$ cat src/rtl/mem_arbiter.sv
// Round-robin arbiter sharing one main-memory port between the icache and dcache.
// One 128-bit line transaction at a time; the command is latched at grant and the line is routed back on completion.
module mem_arbiter #(
  parameter int LINE_WIDTH = 128,
  parameter int ADDR_WIDTH = 12
) (
  input  logic                  clk,
  input  logic                  reset,
  input  logic                  i_req,
  input  logic                  i_op,
  input  logic [ADDR_WIDTH-1:0] i_address,
  input  logic [LINE_WIDTH-1:0] i_data_in,
  output logic [LINE_WIDTH-1:0] i_data_out,
  output logic                  i_ready,
  input  logic                  d_req,
  input  logic                  d_op,
  input  logic [ADDR_WIDTH-1:0] d_address,
  input  logic [LINE_WIDTH-1:0] d_data_in,
  output logic [LINE_WIDTH-1:0] d_data_out,
  output logic                  d_ready,
  output logic                  mem_enable,
  output logic                  mem_op_init,
  output logic                  mem_op,
  output logic [ADDR_WIDTH-1:0] mem_address,
  output logic [LINE_WIDTH-1:0] mem_data_in,
  output logic                  mem_op_done,
  input  logic [LINE_WIDTH-1:0] mem_data_out,
  input  logic                  mem_data_ready,
  input  logic                  memory_in_use,
  output logic                  busy,
  output logic                  grant_d
);

  typedef enum logic [1:0] {
    S_IDLE    = 2'd0,
    S_ISSUE   = 2'd1,
    S_WAIT    = 2'd2,
    S_RESPOND = 2'd3
  } state_t;

  state_t state_r;
  logic   last_grant_r;
  logic   start_s;
  logic   pick_d_s;

  // Grant decision: on a tie the port not served last wins.
  always_comb begin
    start_s  = 1'b0;
    pick_d_s = 1'b0;
    if ((state_r == S_IDLE) && !memory_in_use && (i_req || d_req)) begin
      start_s  = 1'b1;
      pick_d_s = d_req && (!i_req || !last_grant_r);
    end else begin
      start_s  = 1'b0;
      pick_d_s = 1'b0;
    end
  end

  // Transaction FSM with all outputs registered.
  always_ff @(posedge clk) begin
    if (reset) begin
      state_r      <= S_IDLE;
      last_grant_r <= 1'b1;
      mem_enable   <= 1'b0;
      mem_op_init  <= 1'b0;
      mem_op       <= 1'b0;
      mem_address  <= {ADDR_WIDTH{1'b0}};
      mem_data_in  <= {LINE_WIDTH{1'b0}};
      mem_op_done  <= 1'b0;
      i_ready      <= 1'b0;
      d_ready      <= 1'b0;
      i_data_out   <= {LINE_WIDTH{1'b0}};
      d_data_out   <= {LINE_WIDTH{1'b0}};
      busy         <= 1'b0;
      grant_d      <= 1'b0;
    end else begin
      case (state_r)
        S_IDLE: begin
          if (start_s) begin
            state_r      <= S_ISSUE;
            mem_enable   <= 1'b1;
            mem_op_init  <= 1'b1;
            busy         <= 1'b1;
            grant_d      <= pick_d_s;
            last_grant_r <= pick_d_s;
            mem_op       <= pick_d_s ? d_op      : i_op;
            mem_address  <= pick_d_s ? d_address : i_address;
            mem_data_in  <= pick_d_s ? d_data_in : i_data_in;
          end else begin
            state_r <= S_IDLE;
          end
        end
        S_ISSUE: begin
          state_r     <= S_WAIT;
          mem_op_init <= 1'b0;
        end
        S_WAIT: begin
          if (mem_data_ready) begin
            state_r     <= S_RESPOND;
            mem_enable  <= 1'b0;
            mem_op_done <= 1'b1;
            if (grant_d) begin
              d_data_out <= mem_data_out;
              d_ready    <= 1'b1;
            end else begin
              i_data_out <= mem_data_out;
              i_ready    <= 1'b1;
            end
          end else begin
            state_r <= S_WAIT;
          end
        end
        S_RESPOND: begin
          state_r     <= S_IDLE;
          mem_op_done <= 1'b0;
          i_ready     <= 1'b0;
          d_ready     <= 1'b0;
          busy        <= 1'b0;
        end
        default: begin
          state_r     <= S_IDLE;
          mem_enable  <= 1'b0;
          mem_op_init <= 1'b0;
          mem_op_done <= 1'b0;
          i_ready     <= 1'b0;
          d_ready     <= 1'b0;
          busy        <= 1'b0;
        end
      endcase
    end
  end

endmodule

$ cat config.mk
export PLATFORM = sky130hd
export DESIGN_NAME = mem_arbiter
export DESIGN_NICKNAME = d
export VERILOG_FILES = /design/src/rtl/mem_arbiter.sv
export SDC_FILE = /design/constraint.sdc
export NUM_CORES = 1
export LEC_CHECK = 0
export CAP_MARGIN = 20
export CORE_AREA = 2 2 323 325
export DETAILED_ROUTE_END_ITERATION = 16
export DIE_AREA = 0 0 325 327
export SLEW_MARGIN = 40
export SYNTH_ARGS = -nofsm -noshare
export SYNTH_HDL_FRONTEND = slang
export SYNTH_SLANG_ARGS = --single-unit
export TNS_END_PERCENT = 30
$ cat constraint.sdc
create_clock -name clk -period 2.5 [get_ports clk]
set_input_delay 0.375 -clock clk [delete_from_list [all_inputs] [get_ports clk]]
set_output_delay 0.375 -clock clk [all_outputs]
set_load 0.005 [all_outputs]
==> results of run 1 <==
## flip-flops by register name, indices dropped and copies added, names as in the netlist
name          count
busy              1
d_data_out      128
d_ready           1
grant_d           1
i_data_out      128
i_ready           1
last_grant_r      1
mem_address      12
mem_data_in     128
mem_enable        1
mem_op            1
mem_op_done       1
mem_op_init       1
state_r           2
## per-stage QoR
step	total power, mW	std cells	utilization, %	setup WS (ns)	hold slack (ns)
floorplan	8.281	2027	-	0.9780	0.4527
CTS	17.93	4140	27.57	0.1401	0.1820
global placement	10.25	4054	25.93	0.2553	0.4405
global route	18.39	4142	27.58	0.1536	0.2260
finish	17.61	4147	27.59	0.2676	0.2439
detailed placement	10.26	4054	25.93	0.2673	0.4453
## layout make-up
cell class | instances | area share [%]
clock buffer | 70 | 5.169
tap | 1380 | 6.081
clock inverter | 16 | 0.7844
sequential | 407 | 28.70
multi-input combinational | 1372 | 26.78
timing repair buffer | 889 | 32.33
inverter | 6 | 0.09695
antenna | 7 | 0.06170
## worst max-delay path by stage
stage	from	to	slack [ns]	depth (start not counted)
after global routing	mem_data_in[16]	mem_data_in[16]	0.15	1
after global placement	memory_in_use	mem_address[7]	0.26	5
final	mem_data_in[16]	mem_data_in[16]	0.27	1
after CTS	mem_data_in[16]	mem_data_in[16]	0.14	1
after floorplan	state_r[0]	mem_data_in[31]	0.98	7
after detailed placement	memory_in_use	mem_address[7]	0.27	5
## logic make-up after synthesis
family | count (synthesis)
AOI/OAI and AO/OA | 554
adders and majority gates | 4
buffers and inverters | 248
DFF | 407
and+or+nand+nor | 814
## power by group
part	switching (mW)	internal, mW	leakage (nW)
sequential	0.197	6.81	3.31
clock	3.02	4.49	0.826
combinational	1.49	1.60	4.74
total	4.70	12.9	8.88
## layer usage
layer	up-vias	GRT usage (%)	routed length (microns)
li1	8796	-	-
met4	0	4.177	2397
met5	-	0	0
met2	783	26.58	42060
met3	140	4.645	6993
met1	8684	17.94	34040
## synth_stat cells (4+ instances only)
cell       count
a2111oi_0    141
a21oi_1      403
buf_2        101
buf_4         18
buf_6         13
clkbuf_1     109
dfxtp_1      407
ha_1           4
inv_1          4
nand2_1      514
nor2_1         4
nor4_1       141
nor4b_1      134
nor4b_2        7
o21ai_0        4
==> metrics.md, run 1 <==
| Metric | Value |
|---|---|
| Status | `finished, final reports clean` |
| Worst Hold Endpoint | `grant_d` |
| CORE AREA | `102900 sq um` |
| Worst path cell trace | `clkdlybuf4s50_1` |
| Largest family of logic cells by synthesized area | `simple AND/OR/NAND/NOR gates` |
| Syn Area/Cell | `8.359 sq um` |
| Worst slew pin tran | `0.7891 ns` |
| WP data required | `2.12 ns` |
| Max-slew violation count | `0` |
| CTS root buffer | `clkbuf_16` |
| Area of the multi-input gates | `7602 sq um` |
| Setup Fix Bufs, Post-CTS | `0` |
| Largest net degree at the start of global routing | `97` |
| Yosys synthesis warning count | `0` |
| # nets final | `3146` |
| TritonCTS Buffers | `50` |
| Synth async-reset ratio | `0%` |
| Leak Pwr | `8.884 nW` |
| Max stage delay cell, worst path | `clkdlybuf4s50_1` |
| Worst slew margin | `47.40%` |
| Skew final | `0.03131 ns` |
| Number of buffers and inverters on the critical path | `1` |
| GRT Util Overall | `15.21%` |
| Hold_sp | `d_req` |
| Total gr overflow | `0` |
| Crit end category | `primary output` |
| Reg clk slew, reported paths | `0.06 ns` |
| Yosys top cell area share | `48.09%` |
| CTS tree | `done` |
| Post-synthesis instance total | `2027` |
| Setup TNS | `0 ns` |
| Die area | `106300 sq um` |
| Vias per inst | `4.438` |
| Fin crit share | `89.29%` |
| # rows | `118` |
| Setup CP Type | `flip-flop to primary output` |
| Clk_lat worst skew | `0.62 ns` |
| Fillers | `11120` |
| Reg area | `8148 sq um` |
| Worst Hold Class | `primary input to flip-flop` |
| Max-cap violation count | `0` |
| Die Height | `327 microns` |
| Global-route wire length before repair | `122.3 mm` |
| Drt wl/cell | `20.61 microns` |
| Final ANT Viol Nets | `0` |
| RR Startpoint | `state_r[0]` |
| Residual DRC | `0` |
| RSZ-0062 raised after global routing | `no` |
| 1st-iter DRT viols | `1399` |
| # setup viols final | `0` |
| Largest area contributor in the netlist | `dfxtp_1` |
| Max Fclk | `448.0 MHz` |
| Area delta synth->final | `67.57%` |
| Syn Nets | `2447` |
| # IOs | `820` |
| Vias after detailed routing | `18400` |
| Die extent in x | `325 microns` |
| Initial Utilization | `16.47%` |
| Worst stage delay on the critical path | `0.90 ns` |
| Gp weighted congestion | `0.8335` |
| Most frequent cells in the layout | `clkdlybuf4s50_1 (817), nand2_1 (514), dfxtp_1 (407), a21oi_1 (403)` |
| Final Instance Area | `28390 sq um` |
| Port bufs | `819` |
| Sequential area share after synthesis | `48.09%` |
| Yosys reg bits | `407` |
| Crit path DAT | `1.86 ns` |
| Post-synthesis simple-gate area fraction | `24.81%` |
| Worst r2r path cells | `7` |
| Clk sink count | `407` |
| Initial antenna violation count | `17` |
| Distinct cells, synth | `31` |
| Critical path launch point type | `flip-flop` |
| Most common cell after layout, fill and taps aside | `clkdlybuf4s50_1` |
| Worst-path maximum fanout | `2` |
| DP HPWL | `63.25 mm` |
| Compound-Gate Fraction of Synth Area | `19.59%` |
| Synth Area in XOR/XNOR | `0%` |
| Min Tclk post-route | `2.232 ns` |
| Clk buf depth | `3` |
| Post-Synth Adder-Cell Area | `0.2954%` |
| # hold bufs at CTS | `0` |
| CP delay by family, top | `buffers and inverters` |
| Register-to-register setup slack | `0.51 ns` |
| Vias in the first global route | `17730` |
| H-tree depth | `2` |
| Worst hold stages | `3` |
| Dpl cell area | `26680 sq um` |
| Share of post-route cells with drive strength above 1 | `6.051%` |
| R2R Path End | `mem_address[8]` |
| EDFF count, synth | `0` |
| Power Dens Cells | `620.1 nW/um^2` |
| Area contributors post-synth | `dfxtp_1 (48%), a21oi_1 (12%), nand2_1 (11%)` |
| Drt total wl | `85.49 mm` |
| Final Hold Vio Count | `0` |
| Peak VDD IR | `0.4186 mV` |
| Post-synth top flop | `dfxtp_1` |
| Mapped cell area | `16940 sq um` |
| Multiplexer share of the synthesized area | `0%` |
| Post_cts resized | `0` |
| Drt first pass iters | `6` |
Note: power is estimated with default switching activity, not from simulation.
==> run 2: changes to the inputs <==
- clock period: 2.5 -> 2.75 ns (I/O delays scaled with it)
==> metrics.md, run 2 (synthesis results as in run 1) <==
| Metric | Value |
|---|---|
| CORE AREA | `102900 sq um` |
| Worst-path maximum fanout | `2` |
| # setup viols final | `0` |
| H-tree depth | `2` |
| Setup TNS | `0 ns` |
| Drt wl/cell | `20.64 microns` |
| # IOs | `820` |
| Internal | `11.86 mW` |
| Max-cap violation count | `0` |
| Status | `finished, final reports clean` |
| Clk buf depth | `3` |
| Worst Hold Class | `primary input to flip-flop` |
| Die extent in x | `325 microns` |
| Skew final | `0.01961 ns` |
| Final Instance Area | `28480 sq um` |
| Min Tclk post-route | `2.316 ns` |
| Worst slew margin | `49.08%` |
| Share of post-route cells with drive strength above 1 | `6.729%` |
| # rows | `118` |
| Die area | `106300 sq um` |
| Gate power share | `17.5%` |
| Peak VDD IR | `0.3840 mV` |
| Vias per inst | `4.449` |
| Drt total wl | `85.99 mm` |
| Switch share | `27.22%` |
| Setup Fix Bufs, Post-CTS | `0` |
| Max-slew violation count | `0` |
| Global-route wire length before repair | `122.4 mm` |
| Setup CP Type | `flip-flop to primary output` |
| Number of buffers and inverters on the critical path | `1` |
| Power Dens Cells | `572.4 nW/um^2` |
| Die Height | `327 microns` |
| CP delay by family, top | `buffers and inverters` |
| Crit path DAT | `1.90 ns` |
| Final Hold Vio Count | `0` |
| Initial antenna violation count | `25` |
| CTS root buffer | `clkbuf_16` |
| Reg power frac | `39.1%` |
| Max stage delay cell, worst path | `clkdlybuf4s50_1` |
| Dpl cell area | `26710 sq um` |
| GRT Util Overall | `15.25%` |
| Most frequent cells in the layout | `clkdlybuf4s50_1 (817), nand2_1 (514), dfxtp_1 (407), a21oi_1 (403), nor4_1 (141)` |
| Psw | `4.438 mW` |
| Port bufs | `819` |
| Critical path launch point type | `flip-flop` |
| Gp weighted congestion | `0.8415` |
| Vias after detailed routing | `18540` |
| Residual DRC | `0` |
| Total gr overflow | `0` |
| Clk sink count | `407` |
| Area delta synth->final | `68.08%` |
| WP data required | `2.34 ns` |
| Leak Pwr | `8.958 nW` |
| Largest registers | `d_data_out (128), i_data_out (128), mem_data_in (128)` |
| Initial Utilization | `16.47%` |
| Vias in the first global route | `17790` |
| # nets final | `3159` |
| Max Fclk | `431.7 MHz` |
| Drt first pass iters | `5` |
| TritonCTS Buffers | `52` |
| Worst slew pin tran | `0.7445 ns` |
| Crit end category | `primary output` |
| Final ANT Viol Nets | `0` |
| 1st-iter DRT viols | `1156` |
| Reg clk slew, reported paths | `0.06 ns` |
| Largest net degree at the start of global routing | `133` |
| RSZ-0062 raised after global routing | `no` |
| DP HPWL | `64.05 mm` |
| CTS tree | `done` |
| Most common cell after layout, fill and taps aside | `clkdlybuf4s50_1` |
| Clk_lat worst skew | `0.62 ns` |
| Worst stage delay on the critical path | `0.95 ns` |
| Power share of the clock group | `43.4%` |
| # hold bufs at CTS | `0` |
| Fin crit share | `84.23%` |
| Worst path cell trace | `clkdlybuf4s50_1` |
| Post_cts resized | `0` |
-- run 2: cell count changes in the layout (fill, tap and decap cells not counted) --
| cell | previous run | this run |
|---|---|---|
| clkinv_2 | 4 | 11 |
| clkbuf_16 | 51 | 52 |
| inv_6 | 0 | 4 |
| clkbuf_8 | 12 | 9 |
| a2111oi_0 | 141 | 140 |
| buf_4 | 34 | 50 |
| buf_12 | 36 | 31 |
| bufinv_16 | 4 | 5 |
| a2111oi_1 | 0 | 1 |
| diode_2 | 7 | 8 |
| clkbuf_1 | 7 | 6 |
| clkinv_8 | 2 | 1 |
-- run 2: final cells by class --
cell class,count,area [sq um]
Antenna cell,8,20.02
Clock buffer,67,1448
Clock inverter,27,306.5
Fill cell,11050,74430
Inverter,6,27.53
Multi-Input combinational cell,1372,7604
Sequential cell,407,8148
Tap cell,1380,1727
Timing Repair Buffer,900,9200
-- run 2: worst reg2reg max path, delay by kind of cell (launching register included) --
family | cells | cell delay [ns]
buffers and inverters | 3 | 0.50
adder cells (fa/ha/maj) | 1 | 0.32
flip-flops | 1 | 0.33
AO/OA/AOI/OAI | 1 | 0.63
AND/OR/NAND/NOR | 2 | 0.35
-- run 2: power by group through the flow --
| stage | Clock [mW] | Sequential (mW) | Combinational, mW |
|---|---|---|---|
| after floorplan | 0 | 6.49 | 1.04 |
| after global placement | 0 | 6.50 | 2.84 |
| after detailed placement | 0 | 6.50 | 2.86 |
| after CTS | 7.34 | 6.38 | 2.87 |
| after global routing | 7.53 | 6.41 | 3.05 |
| final | 7.08 | 6.38 | 2.85 |
-- run 2: final timing paths --
path | startpoint | to | slack, ns | cells after the start
setup reg to reg | state_r[0] | mem_data_in[39] | 0.48 | 7
hold reg to reg | i_data_out[88] | i_data_out[88] | 0.45 | 2
setup / recovery | mem_data_in[16] | mem_data_in[16] | 0.43 | 1
hold / removal | d_req | grant_d | 0.31 | 3
-- run 2: per-layer routing --
layer | vias to the layer above | routed length [microns] | global-route usage (%)
met1 | 8682 | 33650 | 17.30
met3 | 183 | 7743 | 5.601
met4 | 10 | 4035 | 7.146
li1 | 8824 | - | -
met5 | - | 70 | 0
met2 | 840 | 40490 | 25.42
-- run 2: through the flow --
| stage | hold WS (ns) | setup slack [ns] | total power, mW | cells | utilization, % |
|---|---|---|---|---|---|
| final | 0.3080 | 0.4337 | 16.30 | 4167 | 27.68 |
| after global routing | 0.2809 | 0.2675 | 16.98 | 4166 | 27.67 |
| after CTS | 0.2288 | 0.3413 | 16.58 | 4159 | 27.66 |
| after detailed placement | 0.4453 | 0.3194 | 9.355 | 4065 | 25.95 |
| after global placement | 0.4407 | 0.3552 | 9.344 | 4065 | 25.95 |
| after floorplan | 0.4527 | 1.228 | 7.528 | 2027 | - |
==> run 3: changes to the inputs <==
- clock period: 2.75 -> 1.9 ns (I/O delays scaled with it)
==> metrics.md, run 3 (synthesis results as in run 1) <==
| Metric | Value |
|---|---|
| Status | `finished, final reports clean` |
| Area delta synth->final | `72.01%` |
| Most frequent cells in the layout | `clkdlybuf4s50_1 (760), nand2_1 (514), a21oi_1 (403), dfxtp_1 (403), nor4_1 (141)` |
| Worst Setup SP | `mem_address[2]` |
| # setup viols final | `0` |
| Drt first pass iters | `7` |
| Final WS setup | `0.05244 ns` |
| Crit path DAT | `1.56 ns` |
| Crit end category | `primary output` |
| CORE AREA | `102900 sq um` |
| Final core utilization | `28.32%` |
| Clk_lat worst skew | `0.62 ns` |
| Die Height | `327 microns` |
| Clk sink count | `407` |
| Worst path cell trace | `clkdlybuf4s50_1` |
| Worst slew margin | `58.88%` |
| Total power draw | `23.35 mW` |
| Most common cell after layout, fill and taps aside | `clkdlybuf4s50_1` |
| Vias per inst | `4.430` |
| Largest registers | `d_data_out (128), i_data_out (128), mem_data_in (128)` |
| Peak VDD IR | `0.5718 mV` |
| Skew final | `0.01390 ns` |
| Die area | `106300 sq um` |
| Max stage delay cell, worst path | `clkdlybuf4s50_1` |
| 1st-iter DRT viols | `1233` |
| GRT Util Overall | `15.53%` |
| Critical path launch point type | `flip-flop` |
| Worst-path maximum fanout | `2` |
| Min Tclk post-route | `1.848 ns` |
| Vias in the first global route | `18200` |
| Worst stage delay on the critical path | `0.55 ns` |
| Total gr overflow | `0` |
| Max-slew violation count | `0` |
| Post-placement setup slack | `-0.1834 ns` |
| Leak Pwr | `9.589 nW` |
| Clk buf depth | `3` |
| Initial Utilization | `16.47%` |
| Port bufs | `819` |
| Vias after detailed routing | `18700` |
| # hold bufs at CTS | `0` |
| CP delay by family, top | `buffers and inverters` |
| CTS root buffer | `clkbuf_16` |
| Worst Hold Class | `primary input to flip-flop` |
| Global-route wire length before repair | `124.8 mm` |
| Die extent in x | `325 microns` |
| Final Hold Vio Count | `0` |
| TritonCTS Buffers | `50` |
| Number of buffers and inverters on the critical path | `1` |
| Drt wl/cell | `20.84 microns` |
| Gp weighted congestion | `0.8481` |
| Largest net degree at the start of global routing | `98` |
| CTS tree | `done` |
| # nets final | `3216` |
| DP HPWL | `66.30 mm` |
| # IOs | `820` |
| # rows | `118` |
| Fin crit share | `97.24%` |
| Share of post-route cells with drive strength above 1 | `8.745%` |
| Power Dens Cells | `801.1 nW/um^2` |
| H-tree depth | `2` |
| RR Startpoint | `state_r[0]` |
| Initial antenna violation count | `19` |
| Residual DRC | `0` |
| Max Fclk | `541.3 MHz` |
| Worst slew pin tran | `0.6103 ns` |
| Final ANT Viol Nets | `0` |
| Reg clk slew, reported paths | `0.06 ns` |
| Setup CP Type | `flip-flop to primary output` |
| Hold_sp | `reset` |
| Max-cap violation count | `0` |
| WP data required | `1.62 ns` |
| Drt total wl | `87.98 mm` |
## run 3: worst paths after layout
kind	endpoint	slack [ns]	depth (start not counted)
setup / recovery	mem_address[2]	0.05	1
hold / removal	state_r[0]	0.11	2
setup reg to reg	mem_data_in[121]	0.13	9
hold reg to reg	d_data_out[14]	0.45	2
## run 3: per-stage QoR
step                hold WS, ns  area [sq um]   TNS [ns]  std cells
finish                   0.1107         29140          0       4221
global route            0.07988         29140  -0.001069       4220
CTS                     0.05449         29010   -0.04458       4207
detailed placement       0.4448         27400     -12.73       4115
global placement         0.4390         27400     -8.060       4115
floorplan                0.3976         16940          0       2027
## run 3: power breakdown
group / total [mW] / internal [mW] / switching [mW]
Sequential: 9.23 / 8.97 / 0.260
Clock: 9.81 / 5.70 / 4.12
Combinational: 4.31 / 2.27 / 2.04
## run 3: layout make-up
cell class	count	area [sq um]
diodes	5	12.51
clock buffers	71	1441
clock inverters	21	220.2
fillers	11070	73760
inverters	6	27.53
multi-input cells	1372	7619
flip-flops and latches	407	8155
well taps	1380	1727
repair buffers	959	9942
## run 3: per-layer routing
| metal | routed length (microns) | track usage (%) |
|---|---|---|
| met5 | 13 | 0 |
| met4 | 3629 | 6.512 |
| met3 | 7284 | 5.147 |
| met2 | 42110 | 26.05 |
| met1 | 34940 | 18.13 |
## run 3: what timing repair did
item | CTS | global route
setup endpoints to repair | 66 | 248
cloned | 0 | 2
pin swaps | 0 | 1
buffers inserted | 0 | 7
gates resized for setup | 59 | 8
